==> config.mk <==
export PLATFORM = sky130hd
export DESIGN_NAME = uart_frame_parser
export DESIGN_NICKNAME = d
export VERILOG_FILES = /design/src/rtl/uart_frame_parser.sv
export SDC_FILE = /design/constraint.sdc
export NUM_CORES = 1
export LEC_CHECK = 0
export CAP_MARGIN = 20
export CORE_ASPECT_RATIO = 0.8
export CORE_MARGIN = 3
export CORE_UTILIZATION = 62
export DETAILED_ROUTE_END_ITERATION = 12
export GPL_TIMING_DRIVEN = 0
export PLACE_DENSITY = 0.82
export SETUP_SLACK_MARGIN = 0.02
export SLEW_MARGIN = 10
export SYNTH_ARGS = -nofsm -noshare
export SYNTH_HDL_FRONTEND = slang
export SYNTH_SLANG_ARGS = --single-unit
==> constraint.sdc <==
create_clock -name clk -period 2.7 [get_ports clk]
set_input_delay 0.54 -clock clk [delete_from_list [all_inputs] [get_ports clk]]
set_output_delay 0.54 -clock clk [all_outputs]
set_load 0.01 [all_outputs]
==> src/rtl/uart_frame_parser.sv <==
// uart_frame_parser: byte-level frame decoder behind the UART receiver.
// Frames are SOF, LEN, LEN payload bytes, checksum (XOR of LEN and payload).
// A frame is buffered, verified, then streamed out on a valid/ready port.
// Malformed, stalled or overrun frames are dropped and reported on frame_err.
module uart_frame_parser #(
   parameter int unsigned MAX_LEN        = 16,
   parameter logic [7:0]  SOF_BYTE       = 8'hA5,
   parameter int unsigned TIMEOUT_CYCLES = 4340
) (
   input  logic       clk,
   input  logic       rst,
   input  logic [7:0] rx_data,
   input  logic       rx_valid,
   output logic [7:0] out_data,
   output logic       out_valid,
   input  logic       out_ready,
   output logic       out_last,
   output logic       frame_ok,
   output logic       frame_err,
   output logic [1:0] err_code,
   output logic       busy
);

   localparam int unsigned IDX_W  = $clog2(MAX_LEN + 1);
   localparam int unsigned ADDR_W = (MAX_LEN > 1) ? $clog2(MAX_LEN) : 1;
   localparam int unsigned CNT_W  = 16;

   localparam logic [7:0]       MAX_LEN_B = 8'(MAX_LEN);
   localparam logic [CNT_W-1:0] TMO_LAST  = CNT_W'(TIMEOUT_CYCLES - 1);

   localparam logic [1:0] ERR_CHK = 2'd0;
   localparam logic [1:0] ERR_LEN = 2'd1;
   localparam logic [1:0] ERR_TMO = 2'd2;
   localparam logic [1:0] ERR_OVR = 2'd3;

   typedef enum logic [2:0] {
      IDLE    = 3'd0,
      GET_LEN = 3'd1,
      GET_PAY = 3'd2,
      GET_CHK = 3'd3,
      SEND    = 3'd4
   } state_t;

   state_t             state_q, state_d;
   logic [IDX_W-1:0]   len_q, len_d;
   logic [IDX_W-1:0]   wr_q, wr_d;
   logic [IDX_W-1:0]   rd_q, rd_d;
   logic [7:0]         acc_q, acc_d;
   logic [CNT_W-1:0]   cnt_q, cnt_d;

   logic [7:0]         out_data_d;
   logic               out_valid_d;
   logic               out_last_d;
   logic               frame_ok_d;
   logic               frame_err_d;
   logic [1:0]         err_code_d;
   logic               busy_d;

   logic               buf_we;
   logic [7:0]         mem [MAX_LEN];

   logic [IDX_W-1:0]   wr_next;
   logic [IDX_W-1:0]   rd_next;
   logic [IDX_W-1:0]   len_last;
   logic [ADDR_W-1:0]  wr_addr;
   logic [ADDR_W-1:0]  rd_addr;
   logic [ADDR_W-1:0]  rd_next_addr;
   logic               in_get;

   assign wr_next      = wr_q + IDX_W'(1);
   assign rd_next      = rd_q + IDX_W'(1);
   assign len_last     = len_q - IDX_W'(1);
   assign wr_addr      = ADDR_W'(wr_q);
   assign rd_addr      = ADDR_W'(rd_q);
   assign rd_next_addr = ADDR_W'(rd_next);
   assign in_get       = (state_q == GET_LEN) || (state_q == GET_PAY) || (state_q == GET_CHK);

   // Next-state, datapath and registered-output logic
   always_comb begin
      state_d     = state_q;
      len_d       = len_q;
      wr_d        = wr_q;
      rd_d        = rd_q;
      acc_d       = acc_q;
      cnt_d       = cnt_q;
      out_data_d  = out_data;
      out_valid_d = out_valid;
      out_last_d  = out_last;
      frame_ok_d  = 1'b0;
      frame_err_d = 1'b0;
      err_code_d  = err_code;
      buf_we      = 1'b0;

      // Inter-byte watchdog; a byte in the limit cycle takes priority
      if (in_get) begin
         if (rx_valid) begin
            cnt_d = '0;
         end else if (cnt_q == TMO_LAST) begin
            cnt_d       = '0;
            frame_err_d = 1'b1;
            err_code_d  = ERR_TMO;
            state_d     = IDLE;
         end else begin
            cnt_d = cnt_q + CNT_W'(1);
         end
      end else begin
         cnt_d = '0;
      end

      case (state_q)
         IDLE: begin
            if (rx_valid && (rx_data == SOF_BYTE)) begin
               state_d = GET_LEN;
            end
         end

         GET_LEN: begin
            if (rx_valid) begin
               if ((rx_data == 8'd0) || (rx_data > MAX_LEN_B)) begin
                  frame_err_d = 1'b1;
                  err_code_d  = ERR_LEN;
                  state_d     = IDLE;
               end else begin
                  len_d   = IDX_W'(rx_data);
                  wr_d    = '0;
                  acc_d   = rx_data;
                  state_d = GET_PAY;
               end
            end
         end

         GET_PAY: begin
            if (rx_valid) begin
               buf_we = 1'b1;
               wr_d   = wr_next;
               acc_d  = acc_q ^ rx_data;
               if (wr_next == len_q) begin
                  state_d = GET_CHK;
               end
            end
         end

         GET_CHK: begin
            if (rx_valid) begin
               if (rx_data == acc_q) begin
                  frame_ok_d = 1'b1;
                  rd_d       = '0;
                  state_d    = SEND;
               end else begin
                  frame_err_d = 1'b1;
                  err_code_d  = ERR_CHK;
                  state_d     = IDLE;
               end
            end
         end

         SEND: begin
            // The frame is already validated; a new byte here is simply lost
            if (rx_valid) begin
               frame_err_d = 1'b1;
               err_code_d  = ERR_OVR;
            end
            if (!out_valid) begin
               out_valid_d = 1'b1;
               out_data_d  = mem[rd_addr];
               out_last_d  = (rd_q == len_last);
            end else if (out_ready) begin
               if (out_last) begin
                  out_valid_d = 1'b0;
                  out_last_d  = 1'b0;
                  state_d     = IDLE;
               end else begin
                  rd_d       = rd_next;
                  out_data_d = mem[rd_next_addr];
                  out_last_d = (rd_next == len_last);
               end
            end
         end

         default: begin
            state_d = IDLE;
         end
      endcase

      busy_d = (state_d != IDLE);
   end

   // State, indices, accumulator, watchdog and output registers
   always_ff @(posedge clk or negedge rst) begin
      if (!rst) begin
         state_q   <= IDLE;
         len_q     <= '0;
         wr_q      <= '0;
         rd_q      <= '0;
         acc_q     <= '0;
         cnt_q     <= '0;
         out_data  <= '0;
         out_valid <= 1'b0;
         out_last  <= 1'b0;
         frame_ok  <= 1'b0;
         frame_err <= 1'b0;
         err_code  <= '0;
         busy      <= 1'b0;
      end else begin
         state_q   <= state_d;
         len_q     <= len_d;
         wr_q      <= wr_d;
         rd_q      <= rd_d;
         acc_q     <= acc_d;
         cnt_q     <= cnt_d;
         out_data  <= out_data_d;
         out_valid <= out_valid_d;
         out_last  <= out_last_d;
         frame_ok  <= frame_ok_d;
         frame_err <= frame_err_d;
         err_code  <= err_code_d;
         busy      <= busy_d;
      end
   end

   // Payload buffer; contents need no reset
   always_ff @(posedge clk) begin
      if (buf_we) begin
         mem[wr_addr] <= rx_data;
      end
   end

endmodule

==> impl_metrics.tcl <==
set metrics [dict create \
    status "finished, violations left" \
    violations "setup timing" \
    routed_wl_um 23900 \
    seqPwrFrac 0.544 \
    nNetsFinal 738 \
    tns_ns -0.00424 \
    clkPwrFrac 0.438 \
    finClkSkew_ns 0.00654 \
    ctsRootBufferMaster "clkbuf_16" \
    fp-row-count 39 \
    power.density_nw_per_um2 542 \
    ys_ff_latch 185 \
    vias 6409 \
    p_leak_nw 3.67 \
    grt_pass1_vias 6343 \
    cts_tree "yes" \
    grt_pass1_wl_um 37100 \
    power.total_mw 5.58 \
    ctsHtreeMaxLevel 4 \
    synth_top_cell_by_area "edfxtp_1" \
    switching_power_mw 1.22 \
    fin_ws_ns -0.00424 \
    path_clk_slew_ns 0.07 \
    die_y_um 115 \
    holdBufCountCts 0 \
    clock-sinks 185 \
    setup_viol_count_final 1 \
    maxCapViolCount 0 \
    syn2layout_area_growth_pct 12.2 \
    synthDistinctLibCells 56 \
    synth_common_cells "edfxtp_1, dfrtp_1, nor2_1, mux2i_1, mux4_2" \
    combPwrFrac 0.018 \
    dr.pass1.iters 6 \
    maxSlewViolCount 0 \
    drcViolationCount 0 \
    track_usage 0.307 \
    diodes 0 \
    io_pins 27 \
    seq_area_frac_synth 0.574 \
    ir_worst_vdd_uv 439 \
    drtIter0Drc 948 \
    die_w_um 142 \
    cts_buffers 17 \
    fin_crit_sh 1.00 \
    layout_min_cycle_time_ns 2.70 \
    synthArstFlopShare 0.308 \
    antenna_found_initial 0 \
    p_int_mw 4.37 \
    grt_start_max_net_pins 58 \
    crit_type "reg -> reg" \
    dieArea_sq_um 16300 \
    switching_share 0.218 \
    synth-main-ff-cell "edfxtp_1" \
    syn_inst 672 \
    clk_latency_ns 0.44 \
    syn-num-nets 691 \
    clock_path_buffers 2 \
    vias_per_cell 7.00 \
    synth.area.top_cells "edfxtp_1, dfrtp_1, mux4_2" \
    synth_top_area_frac 0.418 \
    synth_most_common_cell "edfxtp_1" \
    whs_ns 0.166 \
    place_area_sq_um 9680 \
    grt-ovfl-total 0 \
    rsz0062_at_grt "yes" \
    wire_per_inst_um 26.0 \
    gp_congestion 0.975 \
    portBuffers 26 \
    synthesis.area_sq_um 9190 \
    cp.arrival_ns 3.08 \
    endpoint_kind "flop" \
    design_area_sq_um 10300 \
    worstPathMaxFanout 10 \
    drtAntennaViolNets 0 \
    dp_hpwl_um 15900 \
    core_sq_um 14400 \
    startpoint "rd_q[0]" \
    drive_gt1_frac 0.210 \
    yosysWarningCount 0 \
    max_slew_margin 0.372 \
    rr_startpoint "rd_q[0]" \
    synth_edf_count 128 \
    hold_viol 0 \
    hold_path_class "in -> async" \
    required_ns 3.08 \
    crit_path_start_kind "flop" \
    syn_area_per_cell_sq_um 13.7 \
    max_freq_mhz 370 \
    worst_slew_pin_slew_ns 0.941 \
    initial_utilization 0.638 \
]
[metal layers]
metal	up-vias	global-route usage	share of wire
met5	-	0	0
met4	0	0.120	0.035
met3	76	0.0873	0.11
met2	448	0.457	0.45
met1	3174	0.437	0.40
li1	2711	-	-
[final cells by class]
type	instances	area (sq um)
clock buffer	19	475
tap	184	230
fill	894	4090
buffer	42	208
timing repair buffer	28	251
inverter	8	30.0
sequential	185	5270
clock inverter	13	101
multi-input combinational	437	3740
[path summary, 6_finish.rpt]
path	end	slack [ns]	cells after the start
max	out_data[5]	-0.004	8
min reg2reg	err_code[0]	0.49	1
min in group clk	err_code[0]	0.49	1
max reg2reg	out_data[5]	-0.004	8
max in group asynchronous	acc_q[5]	2.01	1
min	cnt_q[14]	0.17	1
[cells by family (layout without fill, tap and decap cells)]
kind of cell	count (synthesis)	in the layout	synth area share
compound gates	120	120	0.0953
simple gates	164	164	0.0942
flops	185	185	0.574
buf+inv	50	110	0.0238
xor+xnor	45	45	0.0429
mux	101	101	0.161
fa+ha+maj	7	7	0.00953
[power by group through the flow]
stage	combinational [mW]	sequential, mW	clock, mW
global placement	0.0997	3.10	0
global route	0.111	3.04	2.57
detailed placement	0.104	3.10	0
floorplan	0.0196	3.10	0
CTS	0.102	3.04	2.45
finish	0.102	3.04	2.44
[cells in the final DEF (no fill, tap or decap), types with 12 or more instances in the layout]
cell type / Yosys / routed
o22ai_1: 14 / 14
clkbuf_1: 24 / 19
mux2_2: 31 / 31
mux2i_1: 33 / 33
a21oi_1: 22 / 22
clkbuf_16: 0 / 19
mux4_2: 32 / 32
a22oi_1: 17 / 17
nor3_1: 13 / 12
a22o_1: 18 / 18
edfxtp_1: 128 / 128
xnor2_1: 18 / 18
nor2_1: 42 / 39
clkdlybuf4s50_1: 0 / 17
nand3_1: 18 / 18
xor2_1: 27 / 27
nand2_1: 25 / 24
dfrtp_1: 57 / 57
[timing repair]
action	4_1_cts	5_1_grt
resized for setup	16	31
setup endpoints to repair	51	140
cloned	0	0
buffers inserted	0	2
[per-stage QoR]
step	worst slack (ns)	util	instances
after floorplan	0.504	-	672
after global placement	-0.881	0.672	882
after detailed placement	-0.938	0.672	882
after CTS	0.00526	0.713	914
after global routing	-0.0229	0.716	916
final	-0.00424	0.716	916
[flip-flops by register name, summed over array words and instances, names as in the netlist]
name,count
acc_q,8
frame_err,1
err_code,2
rd_q,5
len_q,5
cnt_q,16
out_last,1
mem,128
busy,1
out_valid,1
state_q,3
out_data,8
frame_ok,1
wr_q,5
[critical path, cell delays in order, from the launching register on]
cell and delay (ns):
dfrtp_1 0.42, ha_1 0.20, buf_2 0.18, xor2_1 0.19, nand2_1 0.31, clkbuf_1 0.59, o22ai_1 0.14, o31ai_1 0.41
o32a_1 0.21
(Power assumes the default switching activity.)
